[config.mk]
export PLATFORM = sky130hd
export DESIGN_NAME = seq_detect_prog
export DESIGN_NICKNAME = d
export VERILOG_FILES = /design/src/rtl/seq_det_pkg.sv /design/src/rtl/sat_counter.sv /design/src/rtl/seq_detect_prog.sv
export SDC_FILE = /design/constraint.sdc
export NUM_CORES = 1
export LEC_CHECK = 0
export BUFFER_PORTS_ARGS = -buffer_cell sky130_fd_sc_hd__buf_2
export CORE_UTILIZATION = 47
export CTS_CLUSTER_DIAMETER = 200
export DETAILED_ROUTE_END_ITERATION = 16
export PLACE_DENSITY_LB_ADDON = 0.3
export SYNTH_ARGS = -nofsm -noshare
export SYNTH_HDL_FRONTEND = slang
export SYNTH_SLANG_ARGS = --single-unit
[constraint.sdc]
create_clock -name clk -period 2 [get_ports clk]
set_input_delay 0.2 -clock clk [delete_from_list [all_inputs] [get_ports clk]]
set_output_delay 0.2 -clock clk [all_outputs]
set_load 0.05 [all_outputs]
[src/rtl/seq_det_pkg.sv]
// Shared constants and helpers for the programmable serial pattern detector.
// Width, length-clamp and compare-mask helpers are kept here so all users agree.
package seq_det_pkg;

   localparam logic [3:0] DEFAULT_PAT = 4'b1011;
   localparam logic       DEFAULT_OVL = 1'b0;

   function automatic int len_w(input int pat_w);
      return $clog2(pat_w + 1);
   endfunction

   // Zero or oversize lengths fall back to the full pattern width.
   function automatic int clamp_len(input int len, input int pat_w);
      return ((len == 0) || (len > pat_w)) ? pat_w : len;
   endfunction

   function automatic logic [31:0] mask(input int len);
      return (len >= 32) ? 32'hffff_ffff : ((32'd1 << len) - 32'd1);
   endfunction

endpackage

[src/rtl/sat_counter.sv]
// Saturating up-counter with synchronous clear; holds at all-ones instead of wrapping.
module sat_counter #(
   parameter int W = 8
) (
   input  logic         clk,
   input  logic         rst,
   input  logic         clr,
   input  logic         inc,
   output logic [W-1:0] q
);

   always_ff @(posedge clk) begin
      if (rst || clr) begin
         q <= '0;
      end else if (inc && (q != {W{1'b1}})) begin
         q <= q + W'(1);
      end
   end

endmodule

[src/rtl/seq_detect_prog.sv]
// Runtime-programmable serial bit-pattern detector with a registered match pulse,
// overlap/non-overlap modes and a saturating match counter.
module seq_detect_prog #(
   parameter int             PAT_W       = 4,
   parameter int             CNT_W       = 8,
   parameter logic [PAT_W-1:0] DEFAULT_PAT = PAT_W'(seq_det_pkg::DEFAULT_PAT),
   parameter logic           DEFAULT_OVL = seq_det_pkg::DEFAULT_OVL,
   parameter int             LEN_W       = seq_det_pkg::len_w(PAT_W)
) (
   input  logic             clk,
   input  logic             rst,
   input  logic             in_valid,
   input  logic             in_bit,
   input  logic             cfg_we,
   input  logic [PAT_W-1:0] cfg_pattern,
   input  logic [LEN_W-1:0] cfg_len,
   input  logic             cfg_overlap,
   input  logic             cnt_clr,
   output logic             match,
   output logic [CNT_W-1:0] match_cnt,
   output logic [LEN_W-1:0] fill
);

   import seq_det_pkg::*;

   logic [PAT_W-1:0] pat_q;
   logic [LEN_W-1:0] len_q;
   logic             ovl_q;
   logic [PAT_W-1:0] hist_q;
   logic [PAT_W-1:0] hist_n;
   logic [LEN_W-1:0] fill_n;
   logic [PAT_W-1:0] cmp_mask;
   logic             hit;

   always_comb begin
      hist_n   = {hist_q[PAT_W-2:0], in_bit};
      fill_n   = (fill == LEN_W'(PAT_W)) ? fill : fill + LEN_W'(1);
      cmp_mask = PAT_W'(mask(int'(len_q)));
      hit      = in_valid && !cfg_we && (fill_n >= len_q) &&
                 ((hist_n & cmp_mask) == (pat_q & cmp_mask));
   end

   always_ff @(posedge clk) begin
      if (rst) begin
         pat_q  <= DEFAULT_PAT;
         len_q  <= LEN_W'(PAT_W);
         ovl_q  <= DEFAULT_OVL;
         hist_q <= '0;
         fill   <= '0;
         match  <= 1'b0;
      end else if (cfg_we) begin
         pat_q  <= cfg_pattern;
         len_q  <= LEN_W'(clamp_len(int'(cfg_len), PAT_W));
         ovl_q  <= cfg_overlap;
         hist_q <= '0;
         fill   <= '0;
         match  <= 1'b0;
      end else if (in_valid) begin
         match <= hit;
         // Non-overlap restarts from empty so the next match needs len fresh bits.
         if (hit && !ovl_q) begin
            hist_q <= '0;
            fill   <= '0;
         end else begin
            hist_q <= hist_n;
            fill   <= fill_n;
         end
      end else begin
         match <= 1'b0;
      end
   end

   sat_counter #(.W(CNT_W)) u_match_cnt (
      .clk (clk),
      .rst (rst),
      .clr (cnt_clr),
      .inc (hit),
      .q   (match_cnt)
   );

endmodule

Yosys cells after proc, flatten, opt, wreduce, memory -nomap -nowiden:

Index checks and enable logic that the tools add are counted.

* register bits after elaboration: 23
* RAM bits: 0
* ROM bits: 0
* latch bits: 0
* memories: 0
* logic and storage cells: 35

* reductions and logical operators: 12
* bitwise gates (word level): 3
* order comparisons: 2
* eq/ne operators: 3
* multipliers: 0
* div/mod/pow operators: 0
* muxes and demuxes: 4
* shift-type cells: 1
* $add $sub $neg: 3

Operators with widths (number)
* two-way mux 3 bit: 4
* adder 8 x 1 -> 8 bit, second input constant: 1
* AND 4 bit: 2
* != test 8 bit, second input constant: 1
* logical AND 1 bit: 5
* equality test 4 bit: 1
* << shifter 1 x 3 -> 4 bit, first input constant: 1
* subtractor 4 x 1 -> 4 bit, second input constant: 1
* adder 3 x 1 -> 3 bit, second input constant: 1
* equality test 3 bit, second input constant: 1
* >= comparator 3 bit: 1
* > comparator 3 bit, second input constant: 1
* logical NOT 3 bit: 1
* OR reduction 3 bit: 1
* logical NOT 1 bit: 2
* logical OR 1 bit: 2
* OR reduction 2 bit: 1
* NOT 1 bit: 1

Depth between registers and ports, before layout:

Gate-level depths: netlist of run 1.

* depth after elaboration: 7
* gate-level depth with buffers: 12
* depth with buffers taken out: 11

Hierarchy:

A second synthesis of run 1 with hierarchy kept.

* cells, all modules: 132
* area, all modules: 1257.5 sq um

By module, submodules not included
* seq_detect_prog: times used 1, cells each 84, seq. area each 300.3 sq um, area an instance 835.8 sq um
* sat_counter: times used 1, cells each 48, seq. area each 160.2 sq um, area an instance 421.7 sq um

Worst setup path after synthesis of run 1:

No wires, ideal clock.

* path kind: reg2reg
* start: register fill[0]
* end: register u_match_cnt.q[6]
* cell stages (with the launch flop): 13
* setup time: 0.152 ns
* slack: -0.605 ns
* clock period less this slack: 2.605 ns
* arrival: 2.453 ns
* cell sequence: dfxtp_1 -> inv_1 -> ha_1 -> nand2_1 -> xnor2_1 -> inv_1 -> ha_1 -> nor2b_1 -> o21ai_0 -> nand3_1 -> clkbuf_1 -> nor4_1 -> a211oi_1

* longest elaborated chain between the ends: 6
* elaborated cells between the ends (all ways): 7
* classes of those cells: add/sub: 1; order compare: 1; eq/ne: 1; mux: 1; reduce/logical: 3

RTL lines
* from (decl): RTL line seq_detect_prog.sv:21 `output logic [LEN_W-1:0] fill`
* from (signal assigned): RTL line seq_detect_prog.sv:66 `fill <= fill_n;`
* adder 3 x 1 -> 3 bit / equality test 3 bit (equally long branches): RTL line seq_detect_prog.sv:37 `fill_n = (fill == LEN_W'(PAT_W)) ? fill : fill + LEN_W'(1);`
* two-way mux 3 bit *: RTL line seq_detect_prog.sv:37
* >= comparator 3 bit *: RTL line seq_detect_prog.sv:39 `hit = in_valid && !cfg_we && (fill_n >= len_q) &&`
* logical AND 1 bit * (2 in a row): RTL line seq_detect_prog.sv:39
* logical AND 1 bit *: RTL line sat_counter.sv:15 `end else if (inc && (q != {W{1'b1}})) begin`
* to (signal assigned): RTL line sat_counter.sv:16 `q <= q + W'(1);`
* to (decl): RTL line sat_counter.sv:9 `output logic [W-1:0] q`

Every way passes the cells marked *; elsewhere a longest branch is shown, timed or not.
A chain may end at the register's enable or synchronous reset.

Worst setup path after layout of run 1:

* start: register fill[0]
* end: register u_match_cnt.q[5]

Same word-level chain as after synthesis.

==> metrics, run 1 <==
Cells on Worst Hold Path=2; Area after DPL=1390 sq um; pre-CTS setup slack=-247 ps; htree depth=1; Pleak=0.648 nW; Fin. Hold Viols=0; Post-Syn Nets=151; Final HPWL DP=1.87 mm; largest net degree at the start of global routing=18; I/O pin count=26; Max Cap Violations=0; Final Skew=10.0 ps; Reg2Reg Capture Point=u_match_cnt.q[5]; required time of the critical path=2270 ps; fillers=186; synth unique cells=34; Final Max Tran Viols=0; average routed wire per standard cell=15.2 microns; met3 wire length=151 microns; vias in the first global route=1,097; DR vias=1,114; final WL=3.01 mm; Root Driver=clkbuf_4; Worst Hold Endpoint=pat_q[3]; TritonRoute pass-1 iters=4; Tot Pwr=0.825 mW; DRT met1 WL=1.29 mm; Num CTS Buffers=3; DR top layer=met4; area of the core=2250 sq um; synthesis-stage register bit count=23; CTS tree=built; min-delay worst type=in -> reg; final instance area=1610 sq um; DR WL met2=1.54 mm; first-pass GRT wire length=4.39 mm; sequential area share after synthesis=40.1%; max_slew headroom=47.7%; P per Cell Area=514 nW/um^2; Nets=192; R2R Path Start=fill[0]; cell area after synthesis=1150 sq um; Layout Area Growth over Synthesis=40.0%; Final ANT Viol Nets=0; Final period util=111%; clock slew at reported path FFs=140 ps; layout cell share with drive strength beyond 1=44.7%; final worst slack=-219 ps; Hold Crit Start=cfg_pattern[3]; Final min period=2220 ps; worst path arrival time=2490 ps; count of final setup violators=14; Die Wd=51.4 microns; IO buf count=25; Startpoint Class=flop; ant diodes=0; flop-to-flop setup slack=-220 ps; placed insts=187; die area=2640 sq um; CP Class=reg -> reg; vias per cell=5.63; ys flop type=dfxtp_1; drt initial violations=26; clock latency on the worst-skew pair=320 ps; antenna violations before repair=0; Worst-Margin Slew=779 ps; crit-path max FO=5; CP endpoint kind=flop; ys async rst share=0%; synth warn=0; syn avg cell area=8.83 sq um; non-filler cells, final=198; Syn Inst Count=130; Clock Sinks=23; Worst Reg-to-Reg Cells=11; GP Congestion=0.817; drt drc=0; EDFF count, synth=0; GRT Overall Usage=21.7%; CTS Buffer Depth=2; total congestion overflow=0; Rows=17; final core occ=71.3%; die height=51.4 microns; RSZ-0062 raised after global routing=true; highest clock rate=451 MHz; failing checks=negative setup slack; worst vdd ir=0.497 mV; status=complete, but fails checks; Initial Util=50.9%
## sequential cells by signal (all words and copies together), names as in the netlist
| register | flops |
|---|---|
| len_q | 3 |
| pat_q | 4 |
| match | 1 |
| u_match_cnt.q | 8 |
| ovl_q | 1 |
| hist_q | 3 |
| fill | 3 |
## placed cells by master, fill, tap and decap left out, types with 4 or more instances in the layout
cell type / count
nor2b_1: 4
xor2_1: 4
nor2_1: 7
dfxtp_1: 20
inv_1: 4
buf_2: 25
a32o_1: 6
ha_4: 4
a21oi_1: 4
nand2_1: 8
buf_4: 12
a21oi_2: 6
## routing by layer
metal / track usage (%) / vias up
met1: 26.6 / 518
met5: 0 / -
met4: 6.31 / 0
met3: 3.57 / 4
li1: - / 558
met2: 38.5 / 34
## per-stage QoR
step	hold WS, ps	TNS, ps
after floorplan	322	-318
after global placement	406	-737
after detailed placement	410	-1610
after CTS	72.0	-773
after global routing	75.4	-3110
final	66.5	-1980
## cell usage after synthesis (2+ instances only)
cell type,n,area share (%)
a21oi_1,10,4.4
nand2_1,9,2.9
or4_1,2,1.3
inv_1,6,2.0
nand2b_1,4,2.2
mux2i_1,2,1.7
or2_2,2,1.1
nand3_1,3,1.3
nand4_1,2,1.1
clkbuf_1,4,1.3
o31ai_1,3,2.0
or3_1,4,2.2
a32o_1,6,5.2
a211o_1,3,2.3
ha_1,7,7.6
a21o_1,2,1.3
nor3_1,3,1.3
nor2b_1,5,2.7
o21ai_0,5,2.2
dfxtp_1,23,40
nor2_1,9,2.9
xor2_1,4,3.1
## area by class of cell
class	instances	area, sq um	share of cell area, %
Clock inverter	1	5.00	0.312
Multi-Input combinational cell	98	812	50.5
Sequential cell	23	469	29.2
Inverter	6	25.0	1.56
Tap cell	28	35.0	2.18
Clock buffer	3	22.5	1.40
Timing Repair Buffer	39	238	14.8
## worst max-delay path, stage by stage, from the launching register on
cell,delay (ps)
dfxtp_4,390
inv_4,70
ha_4,150
nand2_4,60
xnor2_2,170
inv_1,100
ha_4,270
nor2b_2,30
o21ai_2,160
nand3_2,140
or4_4,510
a21oi_2,120
## worst max-delay path by stage
stage,start,to,cells after the start
3_3_place_gp,fill[0],u_match_cnt.q[5],11
6_report,fill[0],u_match_cnt.q[5],11
2_1_floorplan,fill[0],u_match_cnt.q[5],11
4_1_cts,fill[0],u_match_cnt.q[7],11
5_1_grt,fill[0],u_match_cnt.q[5],11
3_5_place_dp,fill[0],u_match_cnt.q[5],11
## cell families after synthesis
group                      after synthesis  synth area share, %
AOI/OAI and AO/OA                       33                 20.1
and+or+nand+nor                         50                 23.3
muxes                                    2                 1.74
DFF                                     23                 40.1
buffers and inverters                   10                 3.27
xor gates and xnor gates                 5                 3.82
adders and majority gates                7                 7.63
## power by group
group	total (mW)	switching [mW]	internal [mW]
clock network	0.226	0.151	0.0750
logic	0.119	0.0591	0.0597
registers	0.480	0.0117	0.468
## repair_timing
item / CTS / global route
endpoints found under the setup margin: 14 / 15
gates cloned: 1 / 0
hold buffers: 0 / 0
pin swaps: 6 / 9
buffers inserted: 3 / 4
hold endpoints to repair: 0 / 0
gates resized for setup: 6 / 22
Note: power is estimated with default switching activity, not from simulation.
==> run 2, diff against run 1 <==
--- a/config.mk
+++ b/config.mk
@@ -6,10 +6,11 @@
 export NUM_CORES = 1
 export LEC_CHECK = 0
 export BUFFER_PORTS_ARGS = -buffer_cell sky130_fd_sc_hd__buf_2
-export CORE_UTILIZATION = 47
+export CORE_UTILIZATION = 48
 export CTS_CLUSTER_DIAMETER = 200
 export DETAILED_ROUTE_END_ITERATION = 16
 export PLACE_DENSITY_LB_ADDON = 0.3
 export SYNTH_ARGS = -nofsm -noshare
 export SYNTH_HDL_FRONTEND = slang
+export SYNTH_HIERARCHICAL = 1
 export SYNTH_SLANG_ARGS = --single-unit
==> metrics, run 2 <==
status=complete, but fails checks; failing checks=negative setup slack; min-delay worst type=in -> reg; non-filler cells, final=205; Switching Fraction=25.9%; Clk network pwr share=26.4%; flop-to-flop setup slack=-420 ps; Synth area leader=dfxtp_1; Seq pwr share=57.3%; combinational power share=16.2%; cell with the most instances after synthesis=dfxtp_1; synth unique cells=46; Final min period=2420 ps; crit-path max FO=3; GP Congestion=0.776; TritonRoute pass-1 iters=4; drt initial violations=12; final core occ=68.6%; DR vias=1,152; Root Driver=clkbuf_4; Area contributors post-synth=dfxtp_1 37%, ha_1 8.0%, mux2i_1 4.8%; vias per cell=5.62; clock latency on the worst-skew pair=310 ps; R2R Path Start=len_q[2]; Num CTS Buffers=3; Final Skew=3.54 ps; synthesis-stage register bit count=23; DRT met1 WL=1.37 mm; Largest Register=u_match_cnt/q; htree depth=1; synth cell count leaders=23 x dfxtp_1, 12 x nand2_1, 8 x ha_1, 7 x a21oi_1, 7 x inv_1; pre-CTS setup slack=-551 ps; biggest regs=u_match_cnt/q x8, pat_q x4; Fin. Hold Viols=0; placed insts=198; IO buf count=25; Syn Inst Count=132; Final period util=121%; Hold Crit Start=cfg_pattern[3]; final WL=2.88 mm; ys async rst share=0%; cell area after synthesis=1260 sq um; CTS tree=built; Worst-Margin Slew=746 ps; max_slew headroom=49.9%; Final ANT Viol Nets=0; Die Wd=53.2 microns; fillers=200; register area=472 sq um; I/O pin count=26; internal cell power=0.618 mW; die area=2830 sq um; first-pass GRT wire length=4.66 mm; required time of the critical path=2230 ps; RSZ-0062 raised after global routing=true; synth warn=6; commonest non-fill, non-tap cells in the layout=25 x buf_2, 18 x dfxtp_1, 16 x buf_4; layout cell share with drive strength beyond 1=45.7%; die height=53.2 microns; P per Cell Area=491 nW/um^2; Psw=0.216 mW; Startpoint Class=flop; drt drc=0; Largest register FFs=8; Rows=18; worst path arrival time=2650 ps; met3 wire length=108 microns; total congestion overflow=0; DR WL met2=1.34 mm; worst vdd ir=0.435 mV; hold_ws=85.6 ps; average routed wire per standard cell=14.0 microns; CP endpoint kind=flop; Final Max Tran Viols=0; DR top layer=met4; Multi-input gate area=878 sq um; number of hold buffers added after CTS=0; Max Cap Violations=0; highest clock rate=413 MHz; CTS Buffer Depth=2; GRT Overall Usage=22.8%; ys flop type=dfxtp_1; Pleak=0.726 nW; EDFF count, synth=0; most common cell after layout, fill and taps aside=buf_2; syn avg cell area=9.53 sq um; vias in the first global route=1,059; largest net degree at the start of global routing=17; area of the core=2480 sq um; Tot Pwr=0.834 mW; Clock Sinks=23; Synth top area share=36.6%; Worst setup startpoint=len_q[2]; Nets=198; ant diodes=0; Layout Area Growth over Synthesis=35.1%; clock slew at reported path FFs=130 ps; antenna violations before repair=0; sequential area share after synthesis=36.6%; Post-Syn Nets=154; Final HPWL DP=2.12 mm; CP Class=reg -> reg; Initial Util=50.8%; final worst slack=-422 ps; count of final setup violators=15
run 2: changes by cell type in the layout (fill, tap and decap cells not counted), moves of 3 or more:
cell,previous run,this run
xor2_1,4,1
nand2_1,8,11
a22o_1,0,5
a32o_1,6,0
mux2i_1,2,6
buf_4,12,16
run 2: path summary, 6_finish.rpt:
kind                                          to  cells past startpoint
worst max-delay path            u_match_cnt/q[6]                      7
worst min-delay path                    pat_q[3]                      2
worst max register to register  u_match_cnt/q[6]                      7
worst min register to register             ovl_q                      2
run 2: critical path, cell delays in order, from the launching register on:
cell and delay (ps):
dfxtp_2 350, or3_4 400, ha_4 270, a2bb2o_4 210, nor4_4 350, nand3_2 140, or4_4 430, and3_4 170
run 2: per-layer routing:
metal | up-vias | GRT usage [%]
met2 | 34 | 37.1
met1 | 546 | 29.2
met3 | 6 | 2.59
met4 | 0 | 12.3
li1 | 566 | -
met5 | - | 0
run 2: logic make-up (layout without fill, tap and decap cells):
kind of cell	Yosys count	after routing	share of synthesized area, %
flip-flops	23	23	36.6
XOR/XNOR	4	4	2.79
multiplexers	6	6	4.78
buffers and inverters	10	53	3.08
AND/OR/NAND/NOR	51	51	25.2
AO/OA/AOI/OAI	30	30	19.6
adder cells (fa/ha/maj)	8	8	7.96
run 2: through the flow:
step,instance area [sq um],setup TNS (ps)
4_1_cts,1630,-6660
3_5_place_dp,1570,-5420
3_3_place_gp,1570,-4460
2_1_floorplan,1310,-4510
5_1_grt,1700,-6390
6_report,1700,-4780
run 2: what timing repair did:
| item | 4_1_cts | 5_1_grt |
|---|---|---|
| resized for setup | 2 | 17 |
| pin swaps | 5 | 9 |
| setup buffers | 3 | 0 |
| endpoints found under the setup margin | 15 | 15 |
run 2: area by class of cell:
class | count | share of cell area (%)
Multi-Input combinational cell | 99 | 51.7
Sequential cell | 23 | 27.8
Timing Repair Buffer | 42 | 15.1
Tap cell | 30 | 2.21
Inverter | 7 | 1.69
Clock buffer | 4 | 1.55
run 2: power by group through the flow:
stage	clock network, mW	logic (mW)	registers (mW)
3_3_place_gp	0	0.125	0.486
4_1_cts	0.222	0.131	0.477
6_report	0.220	0.135	0.478
3_5_place_dp	0	0.129	0.487
2_1_floorplan	0	0.0746	0.493
5_1_grt	0.239	0.148	0.480
